## src/rtl/i2c_target_responder_if.sv

```systemverilog
// Bus and host-port bundle for the two-wire target responder.
// master: initiator/host side (drives scl, sda_in, host writes); slave: the responder.
interface i2c_target_responder_if;
  logic        scl;
  logic        sda_in;
  logic        sda_oe;
  logic [7:0]  data;
  logic        write;
  logic [3:0]  addin;
  logic [31:0] rxOut;
  logic        rxValid;
  logic        busy;
  logic        genCall;

  modport master (
    output scl, sda_in, data, write, addin,
    input  sda_oe, rxOut, rxValid, busy, genCall
  );

  modport slave (
    input  scl, sda_in, data, write, addin,
    output sda_oe, rxOut, rxValid, busy, genCall
  );
endinterface

```

## src/rtl/i2c_target_responder.sv

```systemverilog
// Two-wire target responder: oversamples scl/sda, detects START/STOP, matches a
// 7-bit address, assembles 4-byte write words and returns a host-loaded read word.
// Optional feature macro: GENERAL_CALL_EN (address byte 8'h00 accepted as a write
// general call, flagged on genCall). Without it genCall is held 0.
module i2c_target_responder #(
  parameter logic [6:0] DEV_ADDR_RST = 7'h50,
  parameter int         SYNC_STAGES  = 2
) (
  input logic                   clk,
  input logic                   reset,
  i2c_target_responder_if.slave bus
);

  typedef enum logic [2:0] {
    IDLE, ADDR, ADDR_ACK, WR_BYTE, WR_ACK, RD_BYTE, RD_ACK, IGNORE
  } state_t;

  state_t                 state, state_n;
  logic [SYNC_STAGES-1:0] scl_sync, sda_sync;
  logic                   scl_s, sda_s, scl_d, sda_d;
  logic                   scl_rise, scl_fall, start_det, stop_det;

  logic [6:0]  dev_addr;
  logic [31:0] rd_word;

  logic [3:0]  bit_cnt, bit_cnt_n;
  logic [2:0]  byte_cnt, byte_cnt_n;
  logic [7:0]  rx_sh, rx_sh_n;
  logic [7:0]  tx_sh, tx_sh_n;
  logic [7:0]  rd_sel;
  logic [31:0] rx_word, rx_word_n;
  logic [31:0] rx_out, rx_out_n;
  logic        ack_bit, ack_bit_n;
  logic        oe, oe_n;
  logic        rx_valid, rx_valid_n;
  logic        busy_r, busy_n;
  logic        gc_r, gc_n;
  logic        addr_ok, gc_hit;

  // Byte n of the read word, MSB byte first; anything past the fourth reads as all ones.
  function automatic logic [7:0] rd_byte(input logic [31:0] w, input logic [2:0] n);
    case (n)
      3'd0:    rd_byte = w[31:24];
      3'd1:    rd_byte = w[23:16];
      3'd2:    rd_byte = w[15:8];
      3'd3:    rd_byte = w[7:0];
      default: rd_byte = 8'hFF;
    endcase
  endfunction

  // Synchronise scl/sda and keep one extra delayed copy for edge detection.
  always_ff @(posedge clk) begin
    if (reset) begin
      scl_sync <= '1;
      sda_sync <= '1;
      scl_d    <= 1'b1;
      sda_d    <= 1'b1;
    end else begin
      scl_sync <= {scl_sync[SYNC_STAGES-2:0], bus.scl};
      sda_sync <= {sda_sync[SYNC_STAGES-2:0], bus.sda_in};
      scl_d    <= scl_s;
      sda_d    <= sda_s;
    end
  end

  assign scl_s     = scl_sync[SYNC_STAGES-1];
  assign sda_s     = sda_sync[SYNC_STAGES-1];
  assign scl_rise  = scl_s & ~scl_d;
  assign scl_fall  = ~scl_s & scl_d;
  assign start_det = scl_s & sda_d & ~sda_s;
  assign stop_det  = scl_s & ~sda_d & sda_s;
  assign rd_sel    = rd_byte(rd_word, byte_cnt);

  // Host register writes; they land immediately, even mid-transfer.
  always_ff @(posedge clk) begin
    if (reset) begin
      dev_addr <= DEV_ADDR_RST;
      rd_word  <= '0;
    end else if (bus.write) begin
      case (bus.addin)
        4'd0:    dev_addr       <= bus.data[6:0];
        4'd1:    rd_word[31:24] <= bus.data;
        4'd2:    rd_word[23:16] <= bus.data;
        4'd3:    rd_word[15:8]  <= bus.data;
        4'd4:    rd_word[7:0]   <= bus.data;
        default: ;
      endcase
    end
  end

  // Address decode of the received address byte (7-bit address plus R/W in bit 0).
  always_comb begin
    addr_ok = 1'b0;
    gc_hit  = 1'b0;
`ifdef GENERAL_CALL_EN
    if (rx_sh == 8'h00) begin
      addr_ok = 1'b1;
      gc_hit  = 1'b1;
    end else if (rx_sh[7:1] == 7'd0) begin
      addr_ok = 1'b0;
    end else begin
      addr_ok = (rx_sh[7:1] == dev_addr);
    end
`else
    addr_ok = (rx_sh[7:1] == dev_addr);
`endif
  end

  // State register and all transfer-tracking registers.
  always_ff @(posedge clk) begin
    if (reset) begin
      state    <= IDLE;
      bit_cnt  <= '0;
      byte_cnt <= '0;
      rx_sh    <= '0;
      tx_sh    <= '0;
      rx_word  <= '0;
      rx_out   <= '0;
      ack_bit  <= 1'b0;
      oe       <= 1'b0;
      rx_valid <= 1'b0;
      busy_r   <= 1'b0;
      gc_r     <= 1'b0;
    end else begin
      state    <= state_n;
      bit_cnt  <= bit_cnt_n;
      byte_cnt <= byte_cnt_n;
      rx_sh    <= rx_sh_n;
      tx_sh    <= tx_sh_n;
      rx_word  <= rx_word_n;
      rx_out   <= rx_out_n;
      ack_bit  <= ack_bit_n;
      oe       <= oe_n;
      rx_valid <= rx_valid_n;
      busy_r   <= busy_n;
      gc_r     <= gc_n;
    end
  end

  // Next-state logic: bits are taken on scl rise, sda drive changes only on scl fall.
  always_comb begin
    state_n    = state;
    bit_cnt_n  = bit_cnt;
    byte_cnt_n = byte_cnt;
    rx_sh_n    = rx_sh;
    tx_sh_n    = tx_sh;
    rx_word_n  = rx_word;
    rx_out_n   = rx_out;
    ack_bit_n  = ack_bit;
    oe_n       = oe;
    rx_valid_n = 1'b0;
    busy_n     = busy_r;
    gc_n       = gc_r;

    if (stop_det) begin
      state_n    = IDLE;
      bit_cnt_n  = '0;
      byte_cnt_n = '0;
      oe_n       = 1'b0;
      busy_n     = 1'b0;
      gc_n       = 1'b0;
    end else if (start_det) begin
      // Fresh or repeated START: drop any partial word and re-arm address capture.
      state_n    = ADDR;
      bit_cnt_n  = '0;
      byte_cnt_n = '0;
      rx_word_n  = '0;
      oe_n       = 1'b0;
      gc_n       = 1'b0;
    end else begin
      case (state)
        ADDR: begin
          if (scl_rise) begin
            rx_sh_n   = {rx_sh[6:0], sda_s};
            bit_cnt_n = bit_cnt + 4'd1;
          end else if (scl_fall && bit_cnt == 4'd8) begin
            bit_cnt_n = '0;
            if (addr_ok) begin
              state_n = ADDR_ACK;
              oe_n    = 1'b1;
              busy_n  = 1'b1;
              gc_n    = gc_hit;
            end else begin
              state_n = IGNORE;
              busy_n  = 1'b0;
              gc_n    = 1'b0;
            end
          end
        end
        ADDR_ACK: begin
          if (scl_fall) begin
            if (rx_sh[0]) begin
              state_n    = RD_BYTE;
              tx_sh_n    = rd_sel;
              oe_n       = ~rd_sel[7];
              byte_cnt_n = 3'd1;
            end else begin
              state_n = WR_BYTE;
              oe_n    = 1'b0;
            end
          end
        end
        WR_BYTE: begin
          if (scl_rise) begin
            rx_sh_n   = {rx_sh[6:0], sda_s};
            bit_cnt_n = bit_cnt + 4'd1;
          end else if (scl_fall && bit_cnt == 4'd8) begin
            bit_cnt_n = '0;
            if (byte_cnt < 3'd4) begin
              rx_word_n  = {rx_word[23:0], rx_sh};
              byte_cnt_n = byte_cnt + 3'd1;
              state_n    = WR_ACK;
              oe_n       = 1'b1;
            end else begin
              state_n = IGNORE;
              oe_n    = 1'b0;
              busy_n  = 1'b0;
              gc_n    = 1'b0;
            end
          end
        end
        WR_ACK: begin
          if (scl_fall) begin
            state_n = WR_BYTE;
            oe_n    = 1'b0;
            if (byte_cnt == 3'd4) begin
              rx_out_n   = rx_word;
              rx_valid_n = 1'b1;
            end
          end
        end
        RD_BYTE: begin
          if (scl_rise) begin
            bit_cnt_n = bit_cnt + 4'd1;
          end else if (scl_fall) begin
            if (bit_cnt == 4'd8) begin
              state_n   = RD_ACK;
              oe_n      = 1'b0;
              bit_cnt_n = '0;
            end else begin
              oe_n    = ~tx_sh[6];
              tx_sh_n = {tx_sh[6:0], 1'b1};
            end
          end
        end
        RD_ACK: begin
          if (scl_rise) begin
            ack_bit_n = sda_s;
          end else if (scl_fall) begin
            if (!ack_bit) begin
              state_n = RD_BYTE;
              tx_sh_n = rd_sel;
              oe_n    = ~rd_sel[7];
              if (byte_cnt < 3'd5) byte_cnt_n = byte_cnt + 3'd1;
            end else begin
              state_n = IGNORE;
              oe_n    = 1'b0;
              busy_n  = 1'b0;
              gc_n    = 1'b0;
            end
          end
        end
        IGNORE: oe_n = 1'b0;
        default: ;
      endcase
    end
  end

  assign bus.sda_oe  = oe;
  assign bus.rxOut   = rx_out;
  assign bus.rxValid = rx_valid;
  assign bus.busy    = busy_r;
  assign bus.genCall = gc_r;

endmodule

```

## src/flat_wrapper.sv

```systemverilog
// flat-port wrapper written by rule: the top's interface ports become plain ports
module i2c_target_responder_flat 
#(
  parameter logic [6:0] DEV_ADDR_RST = 7'h50,
  parameter int         SYNC_STAGES  = 2
)
  (clk, reset, bus_scl, bus_sda_in, bus_data, bus_write, bus_addin, bus_sda_oe, bus_rxOut, bus_rxValid, bus_busy, bus_genCall);
  i2c_target_responder_if bus_i ();
  input logic clk;
  input logic reset;
  input wire logic [$bits(bus_i.scl)-1:0] bus_scl;
  input wire logic [$bits(bus_i.sda_in)-1:0] bus_sda_in;
  input wire logic [$bits(bus_i.data)-1:0] bus_data;
  input wire logic [$bits(bus_i.write)-1:0] bus_write;
  input wire logic [$bits(bus_i.addin)-1:0] bus_addin;
  output wire logic [$bits(bus_i.sda_oe)-1:0] bus_sda_oe;
  output wire logic [$bits(bus_i.rxOut)-1:0] bus_rxOut;
  output wire logic [$bits(bus_i.rxValid)-1:0] bus_rxValid;
  output wire logic [$bits(bus_i.busy)-1:0] bus_busy;
  output wire logic [$bits(bus_i.genCall)-1:0] bus_genCall;
  assign bus_i.scl = bus_scl;
  assign bus_i.sda_in = bus_sda_in;
  assign bus_i.data = bus_data;
  assign bus_i.write = bus_write;
  assign bus_i.addin = bus_addin;
  assign bus_sda_oe = bus_i.sda_oe;
  assign bus_rxOut = bus_i.rxOut;
  assign bus_rxValid = bus_i.rxValid;
  assign bus_busy = bus_i.busy;
  assign bus_genCall = bus_i.genCall;
  i2c_target_responder #(.DEV_ADDR_RST(DEV_ADDR_RST), .SYNC_STAGES(SYNC_STAGES)) u_core (.clk(clk), .reset(reset), .bus(bus_i));
endmodule
```

## config.mk

```make
export PLATFORM = sky130hd
export DESIGN_NAME = i2c_target_responder_flat
export DESIGN_NICKNAME = d
export VERILOG_FILES = /design/src/rtl/i2c_target_responder_if.sv /design/src/rtl/i2c_target_responder.sv /design/src/flat_wrapper.sv
export SDC_FILE = /design/constraint.sdc
export NUM_CORES = 1
export LEC_CHECK = 0
export BUFFER_PORTS_ARGS = -buffer_cell sky130_fd_sc_hd__buf_2
export CELL_PAD_IN_SITES_DETAIL_PLACEMENT = 0
export CELL_PAD_IN_SITES_GLOBAL_PLACEMENT = 1
export CORE_MARGIN = 5
export CORE_UTILIZATION = 45
export CTS_CLUSTER_SIZE = 12
export DETAILED_ROUTE_END_ITERATION = 12
export PLACE_DENSITY_LB_ADDON = 0.15
export SETUP_SLACK_MARGIN = 0.3
export SKIP_CTS_REPAIR_TIMING = 1
export SLEW_MARGIN = 20
export SYNTH_ARGS = -nofsm -noshare
export SYNTH_HDL_FRONTEND = slang
export SYNTH_SLANG_ARGS = --single-unit
export TNS_END_PERCENT = 5
```

## constraint.sdc

```tcl
create_clock -name clk -period 2.32 [get_ports clk]
set_clock_uncertainty 0.1 [all_clocks]
set_input_delay 0.232 -clock clk [delete_from_list [all_inputs] [get_ports clk]]
set_output_delay 0.232 -clock clk [all_outputs]
set_load 0.01 [all_outputs]
```

==> impl_metrics.toml <==
[synth]
syn_inst = 667
synth_cell_type_count = 60
synthArstFlopShare = 0
synth_area_leaders = "dfxtp_1 (47%), mux2i_1 (8.9%), a21oi_1 (7.0%)"
syn_avg_cell_area_um2 = 8.73
syn-num-nets = 691
yosys_warnings = 0
synth_ff_type = "dfxtp_1"
synth_top_area_share = 0.475
yosysTopAreaCell = "dfxtp_1"
synth_edf_count = 0
ys_ff_latch = 138
synthesis.area_mm2 = 0.00582
ys_seq_area_frac = 0.475

[timing]
hold_violations = 1
period_share = 0.850
final.min_clock_period_ps = 1970
final_max_slew_viol_count = 0
tns_ps = 0
fin_hold_ws_ps = -0.545
fmax_mhz = 507
setup_viol = 0
max_slew_margin = 0.560
worst_pin_slew_ps = 658
rsz0062_at_grt = "yes"

[cells_and_area]
fillerInstances = 1203
final_cell_mix = "dfxtp_1 (133), nand2_1 (107), a21oi_1 (81)"
syn2layout_area_growth_pct = 19.2
seq_area_mm2 = 0.00277
mostFrequentLayoutCell = "dfxtp_1"
antenna_cells = 0
drive_above_1_share = 0.188
utilization = 0.548
multi_input_area_mm2 = 0.00280
fin_nets = 735

[global_routing]
grt_pass1_wl_um = 22100
grt_usage = 0.185
use_met1 = 0.252
globalRouteOverflowTotal = 0
first_global_vias = 4406
grt_start_max_net_pins = 120
busiest_layer = "met2"
met2_usage = 0.282
grtUsageMet3 = 0.0454
antenna_found_initial = 0

[setup_path]
cp_cell_sequence = "inv_2 -> ha_1 -> and3b_2 -> or2_4 -> a211o_4 -> a31o_1 -> a21oi_2"
cp_top_family = "compound AO/OA/AOI/OAI gates"
slowest_delay_ps = 390
cp.required_ps = 2570
cp_max_fo = 8
arrival_ps = 2220
slowest_stage = "a211o_4"
cp-start-kind = "flop"
crit_type = "flop to flop"
worst-path-buf-inv = 1
crit_path_end_kind = "flop"

[clock_tree]
cts_tree = "built"
cts.sinks = 138
cts-htree-levels = 4
numCtsBuffers = 17
max-clock-path-buffers = 2
clk_latency_ps = 420
path_clk_slew_ps = 60
cts_root_buf = "clkbuf_16"

[floorplanning]
num_rows = 41
io_pins = 53
die_width_um = 124
die_h_um = 124
core_mm2 = 0.0127
fp.dieArea_mm2 = 0.0153
start_util = 0.459

[min_path]
hold_path.class = "input port to flop"

[power]
p_leak_nw = 2.86
peakVddDrop_mv = 0.428
powerDensity_mw_per_mm2 = 770

[drt]
vias = 4772
first_iter_violations = 350
drc = 0
first_pass_iters = 5
ant_nets = 0
drt-wirelength-per-cell_um = 15.1
routed_wl_um = 13600
via_per_inst = 5.33

[place]
port_buffers = 51
dpl.hpwl_um = 8820
routabilityCongestion = 0.790

[run_status]
violations = "hold timing"
outcome = "complete, but fails checks"

[flow_run]
drv_cap = 0
## routing by layer
| metal | vias up | share of wire |
|---|---|---|
| met1 | 2261 | 0.48 |
| li1 | 2393 | - |
| met3 | 18 | 0.043 |
| met5 | - | 0 |
| met2 | 100 | 0.46 |
| met4 | 0 | 0.013 |
## per-stage QoR
stage	area [µm²]	std cells	power [mW]	worst slack [ps]	hold WS (ps)
CTS	6800	887	5.39	80.8	-116
floorplan	5820	667	2.56	331	236
detailed placement	6190	855	2.62	130	309
finish	6940	896	5.34	348	-0.545
global route	6940	896	5.52	230	10.3
global placement	6190	855	2.61	234	299
## worst register-to-register path: stages, from the launching register on
cell,delay [ps]
dfxtp_2,360
inv_2,50
ha_1,180
and3b_2,280
or2_4,250
a211o_4,390
a31o_1,210
a21oi_2,100
## synthesized netlist by cell type (5+ instances only)
| master | number |
|---|---|
| dfxtp_1 | 138 |
| nand2_1 | 107 |
| a21oi_1 | 81 |
| nor2_1 | 68 |
| mux2i_1 | 52 |
| nand3_1 | 38 |
| clkbuf_1 | 27 |
| o21ai_0 | 13 |
| buf_2 | 11 |
| a31oi_1 | 8 |
| nor3_1 | 8 |
| a222oi_1 | 7 |
| ha_1 | 7 |
| inv_1 | 7 |
| nor2b_1 | 7 |
| or2_2 | 7 |
| xnor2_1 | 7 |
| buf_4 | 6 |
| nand2b_1 | 6 |
| buf_6 | 5 |
## worst paths after layout
| check | start | endpoint | slack (ps) | cells past startpoint |
|---|---|---|---|---|
| max | u_core.bit_cnt[0] | u_core.tx_sh[0] | 350 | 7 |
| min | bus_data[7] | u_core.rd_word[23] | -0.5 | 3 |
| max reg2reg | u_core.bit_cnt[0] | u_core.tx_sh[0] | 350 | 7 |
| min reg2reg | u_core.sda_sync[0] | u_core.sda_sync[1] | 310 | 1 |
## registers in the layout, summed over array words and instances, names as in the netlist, 3 cells and up
| signal | flops |
|---|---|
| u_core.state | 3 |
| u_core.rx_word | 32 |
| u_core.rx_sh | 8 |
| u_core.bus.rxOut | 32 |
| u_core.dev_addr | 7 |
| u_core.rd_word | 32 |
| u_core.byte_cnt | 3 |
| u_core.tx_sh | 7 |
| u_core.bit_cnt | 4 |
## final cells by class
class / instances / share of cell area
multi-input cells: 470 / 0.404
flip-flops and latches: 138 / 0.400
clock buffers: 23 / 0.0732
repair buffers: 77 / 0.0730
well taps: 172 / 0.0310
clock inverters: 9 / 0.0157
inverters: 7 / 0.00379
## power breakdown
| part | switching (mW) | internal (mW) | total [mW] |
|---|---|---|---|
| clock network | 1.01 | 1.76 | 2.77 |
| logic | 0.112 | 0.0618 | 0.173 |
| registers | 0.0150 | 2.38 | 2.40 |
## cell families after synthesis
group,synth area share
compound gates,0.146
xor+xnor,0.0150
fa+ha+maj,0.0150
buf+inv,0.0507
flops,0.475
mux,0.0913
other cells,0.000644
simple gates,0.206
Note: power is estimated with default switching activity, not from simulation.
